==> config.mk <==
export PLATFORM = sky130hd
export DESIGN_NAME = serial_tx_frame_flat
export DESIGN_NICKNAME = d
export VERILOG_FILES = /design/src/rtl/serial_tx_pkg.sv /design/src/rtl/serial_tx_frame_if.sv /design/src/rtl/serial_baud_tick.sv /design/src/rtl/serial_tx_frame.sv /design/src/flat_wrapper.sv
export SDC_FILE = /design/constraint.sdc
export NUM_CORES = 1
export LEC_CHECK = 0
export CAP_MARGIN = 20
export CORE_MARGIN = 8
export CORE_UTILIZATION = 50
export DETAILED_ROUTE_END_ITERATION = 8
export PLACE_DENSITY_LB_ADDON = 0.05
export SLEW_MARGIN = 20
export SYNTH_ARGS = -nofsm -noshare
export SYNTH_HDL_FRONTEND = slang
export SYNTH_HIERARCHICAL = 1
export SYNTH_SLANG_ARGS = --single-unit
==> constraint.sdc <==
create_clock -name C -period 4.8 [get_ports C]
set_input_delay 1.2 -clock C [delete_from_list [all_inputs] [get_ports C]]
set_output_delay 1.2 -clock C [all_outputs]
set_load 0.02 [all_outputs]
==> src/rtl/serial_tx_pkg.sv <==
// Shared encodings for the serial frame transmitter: FSM state codes and line levels.
package serial_tx_pkg;

  typedef enum logic [2:0] {
    ST_IDLE   = 3'd0,
    ST_START  = 3'd1,
    ST_DATA   = 3'd2,
    ST_PARITY = 3'd3,
    ST_STOP   = 3'd4
  } state_e;

  localparam logic LINE_IDLE = 1'b1;
  localparam logic START_BIT = 1'b0;
  localparam logic STOP_BIT  = 1'b1;

endpackage

==> src/rtl/serial_tx_frame_if.sv <==
// Producer-to-transmitter bus for serial_tx_frame plus the serial line outputs.
// Handshake: a word transfers on the rising edge where VALID=1 and READY=1; VALID while READY=0 is dropped.
interface serial_tx_frame_if #(parameter int DATA_BITS = 8);
  logic [DATA_BITS-1:0] DATA_IN;
  logic                 VALID;
  logic                 READY;
  logic                 TX;
  logic                 BUSY;

  modport master (output DATA_IN, VALID, input READY, TX, BUSY);
  modport slave  (input DATA_IN, VALID, output READY, TX, BUSY);
endinterface

==> src/rtl/serial_baud_tick.sv <==
// Bit-period down-counter: TICK pulses on the last cycle of each CLKS_PER_BIT window while EN is high.
module serial_baud_tick #(
  parameter int CLKS_PER_BIT = 16
) (
  input  logic C,
  input  logic RN,
  input  logic EN,
  output logic TICK
);

  localparam int CW = (CLKS_PER_BIT > 1) ? $clog2(CLKS_PER_BIT) : 1;
  localparam logic [CW-1:0] TOP = CW'(CLKS_PER_BIT - 1);

  logic [CW-1:0] cnt_q, cnt_d;

  always_ff @(posedge C or negedge RN) begin
    if (!RN) cnt_q <= '0;
    else     cnt_q <= cnt_d;
  end

  // Held at TOP while disabled so the first enabled cycle starts a full bit period.
  always_comb begin
    cnt_d = cnt_q;
    if (!EN || cnt_q == '0) cnt_d = TOP;
    else                    cnt_d = cnt_q - CW'(1);
  end

  assign TICK = EN && (cnt_q == '0);

endmodule

==> src/rtl/serial_tx_frame.sv <==
// Parallel-to-serial frame transmitter: start bit, DATA_BITS LSB first, stop bit.
// Define SERIAL_TX_PARITY_EN to insert an even-parity bit between data and stop.
module serial_tx_frame
  import serial_tx_pkg::*;
#(
  parameter int DATA_BITS    = 8,
  parameter int CLKS_PER_BIT = 16
) (
  input  logic               C,
  input  logic               RN,
  serial_tx_frame_if.slave   bus,
  output state_e             dbg_state
);

  localparam int BW = $clog2(DATA_BITS + 1);
  localparam logic [BW-1:0] LAST_BIT = BW'(DATA_BITS - 1);

  state_e               state_q, state_d;
  logic [BW-1:0]        bit_cnt_q, bit_cnt_d;
  logic [DATA_BITS-1:0] sh_q, sh_d;
  logic                 tick;
  logic                 baud_en;
`ifdef SERIAL_TX_PARITY_EN
  logic                 par_q, par_d;
`endif

  assign baud_en = (state_q != ST_IDLE);

  serial_baud_tick #(.CLKS_PER_BIT(CLKS_PER_BIT)) u_baud (
    .C    (C),
    .RN   (RN),
    .EN   (baud_en),
    .TICK (tick)
  );

  always_ff @(posedge C or negedge RN) begin
    if (!RN) begin
      state_q   <= ST_IDLE;
      bit_cnt_q <= '0;
      sh_q      <= '0;
`ifdef SERIAL_TX_PARITY_EN
      par_q     <= 1'b0;
`endif
    end else begin
      state_q   <= state_d;
      bit_cnt_q <= bit_cnt_d;
      sh_q      <= sh_d;
`ifdef SERIAL_TX_PARITY_EN
      par_q     <= par_d;
`endif
    end
  end

  always_comb begin
    state_d   = state_q;
    bit_cnt_d = bit_cnt_q;
    sh_d      = sh_q;
`ifdef SERIAL_TX_PARITY_EN
    par_d     = par_q;
`endif
    case (state_q)
      ST_IDLE: begin
        if (bus.VALID) begin
          state_d = ST_START;
          sh_d    = bus.DATA_IN;
`ifdef SERIAL_TX_PARITY_EN
          par_d   = ^bus.DATA_IN;
`endif
        end
      end
      ST_START: if (tick) state_d = ST_DATA;
      ST_DATA: begin
        if (tick) begin
          sh_d = {1'b0, sh_q[DATA_BITS-1:1]};
          if (bit_cnt_q == LAST_BIT) begin
            bit_cnt_d = '0;
`ifdef SERIAL_TX_PARITY_EN
            state_d   = ST_PARITY;
`else
            state_d   = ST_STOP;
`endif
          end else begin
            bit_cnt_d = bit_cnt_q + BW'(1);
          end
        end
      end
`ifdef SERIAL_TX_PARITY_EN
      ST_PARITY: if (tick) state_d = ST_STOP;
`endif
      ST_STOP: if (tick) state_d = ST_IDLE;
      default: state_d = ST_IDLE;
    endcase
  end

  // TX decodes straight from state so an asynchronous reset returns the line to idle at once.
  always_comb begin
    bus.READY = (state_q == ST_IDLE);
    bus.BUSY  = (state_q != ST_IDLE);
    dbg_state = state_q;
    case (state_q)
      ST_IDLE:   bus.TX = LINE_IDLE;
      ST_START:  bus.TX = START_BIT;
      ST_DATA:   bus.TX = sh_q[0];
`ifdef SERIAL_TX_PARITY_EN
      ST_PARITY: bus.TX = par_q;
`endif
      ST_STOP:   bus.TX = STOP_BIT;
      default:   bus.TX = LINE_IDLE;
    endcase
  end

endmodule

==> src/flat_wrapper.sv <==
// flat-port wrapper written by rule: the top's interface ports become plain ports
module serial_tx_frame_flat import serial_tx_pkg::*;
#(
  parameter int DATA_BITS    = 8,
  parameter int CLKS_PER_BIT = 16
)
  (C, RN, dbg_state, bus_DATA_IN, bus_VALID, bus_READY, bus_TX, bus_BUSY);
  serial_tx_frame_if #(.DATA_BITS(DATA_BITS)) bus_i ();
  input  logic C;
  input  logic RN;
  output state_e dbg_state;
  input wire logic [$bits(bus_i.DATA_IN)-1:0] bus_DATA_IN;
  input wire logic [$bits(bus_i.VALID)-1:0] bus_VALID;
  output wire logic [$bits(bus_i.READY)-1:0] bus_READY;
  output wire logic [$bits(bus_i.TX)-1:0] bus_TX;
  output wire logic [$bits(bus_i.BUSY)-1:0] bus_BUSY;
  assign bus_i.DATA_IN = bus_DATA_IN;
  assign bus_i.VALID = bus_VALID;
  assign bus_READY = bus_i.READY;
  assign bus_TX = bus_i.TX;
  assign bus_BUSY = bus_i.BUSY;
  serial_tx_frame #(.DATA_BITS(DATA_BITS), .CLKS_PER_BIT(CLKS_PER_BIT)) u_core (.C(C), .RN(RN), .bus(bus_i), .dbg_state(dbg_state));
endmodule
==> results.ini <==
[sta]
fin_setup_tns_ns=0
setup_violations=0
rsz0062_at_grt=no
finalHoldViolCount=0
min_period_over_period=0.691
slew_headroom=0.448
tightest_slew_ns=0.825
fin_skew_ns=0.000684
max_clock_freq_mhz=301
final_max_slew_viol_count=0
period_needed_ns=3.32

[yosys]
synth_area_um2=971
synth.most_common_cell=dfrtp_1
synthFlopType=dfrtp_1
yosysWarnings=6
synth_seq_cells=19
synth_top_area_frac=0.490
seq_area_frac_synth=0.490
synth_largest_area_cell=dfrtp_1
async_reset_ff_frac=1.00
syn_nets=94
synth_cell_types=28
netlist_instances=81
synth_edf_count=0
synth_commonest_cells=dfrtp_1 (19), mux2_2 (16), inv_1 (6)
synth.avg_cell_area_um2=12.0
netlist_top_cells_area=dfrtp_1 (49%), mux2_2 (19%), mux2i_1 (3.1%), ha_1 (2.6%), inv_1 (2.3%)

[clocking]
root_buffer=clkbuf_4
htreeDepth=1
cts.clk_slew.worst_paths_ns=0.10
ctsResizeCount=0
cts.path.max_buffers=2
clock-sinks=19
post-cts-setup-buffer-count=0
ctsHoldBuffers=0
worstSkewPairLatency_ns=0.29
cts_buffers=3
cts_tree=done

[critical_path]
critPathCaptureType=output port
required_ns=3.60
worstSetupPathType=flop to output port
start_kind=flop
cp_max_fo=18
r2r_slack_ns=2.49
arrival_ns=2.12

[worst_hold_path]
hp-class=flop to flop

[drt]
vias=637
dr.pass1.iters=3
drt_iter0_drc=6
wl_met2_um=686
vias_per_cell=5.14
wl_per_cell_um=13.3
wirelength_um=1640
dr_wl_met3_um=133
ant_nets=0
drc=0
dr.max_layer_used=met4
drt-met1-wl_um=794

[placement]
hpwl_um=1190
dp_cells=120
place_congestion=0.733
place_area_um2=1130
io_buffers=16

[final_layout]
drive_gt1_frac=0.247
fin_nets=111
fin_util=0.611
instances_no_fill=124
syn2layout_area_growth_pct=19.6
diodes=0
final_area_um2=1160
fillers=152

[global_routing]
grt_pass1_vias=608
antenna_found_initial=0
grt_max_degree=20
grt_pass1_wl_um=2620
gr-total-overflow=0
grt_use_total=0.0976

[power_and_ir_drop]
total_power_mw=0.576
combinationalPowerShare=0.395
swShare=0.345
clkPwrFrac=0.137
p_leak_nw=0.511
vdd_ir_drop_max_v=0.000249
p_int_mw=0.377
seq_power_share=0.468
power.net_switching_mw=0.198
p_per_area_nw_per_um2=496

[floorplanning]
io_pins=17
core-area_um2=1900
num_rows=16
die_height_um=60.1
start_util=0.511
die_w_um=60.1
dieArea_um2=3610

[run]
cap_violations=0

[outcome]
status=completed

==> metrics by stage <==
stage | hold WS, ns | setup slack, ns
floorplan | 0.466 | 2.10
global placement | 0.487 | 1.81
detailed placement | 0.491 | 1.79
CTS | 0.515 | 1.46
global route | 0.527 | 1.38
finish | 0.511 | 1.48
==> cells by family after synthesis <==
logic type                 share of synthesized area
AOI/OAI and AO/OA                             0.0632
xor gates and xnor gates                      0.0180
adders and majority gates                     0.0258
buffers and inverters                         0.0554
DFF                                            0.490
muxes                                          0.216
and+or+nand+nor                                0.131
==> power groups by stage <==
stage	Clock [mW]	Sequential, mW	Combinational [mW]
CTS	0.0837	0.269	0.232
global route	0.0914	0.279	0.250
global placement	0	0.270	0.225
detailed placement	0	0.273	0.229
floorplan	0	0.255	0.178
finish	0.0789	0.269	0.227
==> layer usage <==
| layer | vias up | global-route usage |
|---|---|---|
| met5 | - | 0 |
| met1 | 299 | 0.121 |
| met2 | 13 | 0.142 |
| li1 | 321 | - |
| met4 | 0 | 0.0612 |
| met3 | 4 | 0.0323 |
==> final cells by class <==
class,count,area [um2],area share
inverters,6,22.5,0.0194
clock buffers,3,22.5,0.0194
repair buffers,16,160,0.138
well taps,27,33.8,0.0291
clock inverters,1,5.00,0.00431
multi-input cells,52,442,0.380
flip-flops and latches,19,475,0.409
==> placed cells by master, fill, tap and decap left out, types with 3 or more instances in the layout <==
cell type and instances:
clkdlybuf4s50_1 16, clkbuf_4 3, nand2_1 5, inv_1 6, dfrtp_1 19, mux2i_1 3
nor2_1 4, mux2_2 16
==> critical path: stages (launching register included) <==
cell and delay (ns):
dfrtp_1 0.60, or3_1 0.54, inv_1 0.08, clkdlybuf4s50_1 0.60
==> flip-flops by register name (all words and copies together) (netlist names) <==
signal               flops
u_core/dbg_state         3
u_core/u_baud/cnt_q      4
u_core/bit_cnt_q         4
u_core/sh_q              8
==> path summary, 6_finish.rpt <==
check                                          to  cells past startpoint           startpoint
hold / removal                u_core/bit_cnt_q[2]                      1  u_core/bit_cnt_q[2]
setup reg to reg                   u_core/sh_q[5]                      6  u_core/dbg_state[1]
max in group asynchronous          u_core/sh_q[1]                      1                   RN
min in group asynchronous  u_core/u_baud/cnt_q[1]                      1                   RN
hold reg to reg               u_core/bit_cnt_q[2]                      1  u_core/bit_cnt_q[2]
setup / recovery                        bus_READY                      3  u_core/dbg_state[1]
Power figures use the tool's default switching activity.
==> patch: new RTL, config.mk and constraints unchanged <==
Build with the macro `SERIAL_TX_PARITY_EN` defined.
--- a/src/rtl/serial_tx_frame.sv
+++ b/src/rtl/serial_tx_frame.sv
@@ -1,5 +1,7 @@
 // Parallel-to-serial frame transmitter: start bit, DATA_BITS LSB first, stop bit.
 // Define SERIAL_TX_PARITY_EN to insert an even-parity bit between data and stop.
+`define SERIAL_TX_PARITY_EN
+
 module serial_tx_frame
   import serial_tx_pkg::*;
 #(
Formal check against the unedited RTL: no difference found for any inputs over 10 cycles, from zero or initial values; that may be too few to reach the edited logic, so the function may still have changed.
==> patch against the original RTL <==
Design area grew 7.1%; routed wire length grew 11%; sequential cell count grew 1; worst setup slack gained 0.039 ns; fmax grew 1.2%; die area grew 4.7%; global-route usage grew 1.7 points; power grew 9.7%; synthesized area grew 6.4%; critical path depth is the same; highest routed layer unchanged.
==> patch: results (changes against the original RTL) <==
Seq/Total Area, Yosys: 0.484 (-0.00543)
Setup slack after layout: 1.52 ns (+0.0392 ns)
Fillers: 184 (+21%)
Pint: 0.405 mW (+7.5%)
Most area-consuming cells after synthesis: dfrtp_1 (48%), mux2i_1 (7.7%), xnor2_1 (7.6%), nor2_1 (4.7%), a21oi_1 (3.9%)
Hold Path Sink: u_core/bit_cnt_q[0]
Gpl congestion: 0.766 (+4.5%)
Reg2Reg Depth: 8 (+2)
Avg Cell Area, Syn: 10.3 sq um (-14%)
Vias in the first global route: 741 (+22%)
Layout cells sized above 1: 0.0690 (-0.178)
Max VDD drop: 0.000299 V (+20%)
WL met1: 910 um (+15%)
Delay of the slowest cell on the worst path: 0.62 ns (+0.02 ns)
Synth Area in XOR/XNOR: 0.0847 (+0.0667)
Final cell count without fillers: 143 (+15%)
GR Util All Layers: 0.115 (+0.0175)
Setup WS pre-CTS: 1.84 ns (+0.0470 ns)
Post-DP HPWL: 1.37 mm (+15%)
Met3 wire length: 109 um (-18%)
Slew headroom: 0.385 (-0.0634)
Compound-Gate Fraction of Synth Area: 0.119 (+0.0555)
Drt pass-1 iters: 4 (+1)
Pleak: 0.528 nW (+3.3%)
Avg WL per Cell: 12.7 um (-4.2%)
Metal2 WL: 787 um (+15%)
Adder-cell share of the synthesized area: 0.0242 (-0.00156)
Most frequent cells after synthesis: dfrtp_1 (20), nor2_1 (13), xnor2_1 (9)
Final Net Count: 130 (+17%)
Crit-path max FO: 15 (-3)
Multiplexer share of the synthesized area: 0.0993 (-0.117)
Vias per inst: 5.13 (about the same)
Clk pwr: 0.0961 mW (+22%)
Met3 Use GR: 0.0334 (+0.00114)
Crit path to: bus_BUSY
GR Util met2: 0.172 (+0.0301)
Reg-to-reg slack, setup: 2.33 ns (-0.16 ns)
Synth Net Count: 113 (+20%)
Worst path arrival time: 2.08 ns (-0.04 ns)
Initial DRC Count: 7 (+1)
Logic pwr share: 0.366 (-0.029)
Synth unique cells: 29 (+3.6%)
Hold Crit Start: u_core/bit_cnt_q[0]
Outcome: finished, final reports clean
-- patch: cell count changes in the layout (fill, tap and decap cells not counted), moves of 5 or more --
cell,before,now
a21oi_1,0,8
xnor2_1,2,9
mux2_2,16,0
mux2i_1,3,8
nor2_1,4,13
-- patch: cell type report --
| type | count | area (sq um) | share of cell area |
|---|---|---|---|
| timing repair buffer | 16 | 160 | 0.129 |
| sequential | 20 | 500 | 0.402 |
| multi-input combinational | 70 | 490 | 0.394 |
| inverter | 6 | 22.5 | 0.0181 |
| tap | 27 | 33.8 | 0.0272 |
| clock buffer | 4 | 36.3 | 0.0292 |
-- patch: through the flow --
step	hold slack, ns	cell area (sq um)	power [mW]
after global routing	0.529	1240	0.688
after floorplan	0.466	1030	0.467
final	0.512	1240	0.632
after global placement	0.492	1210	0.536
after detailed placement	0.498	1210	0.543
after CTS	0.515	1240	0.640
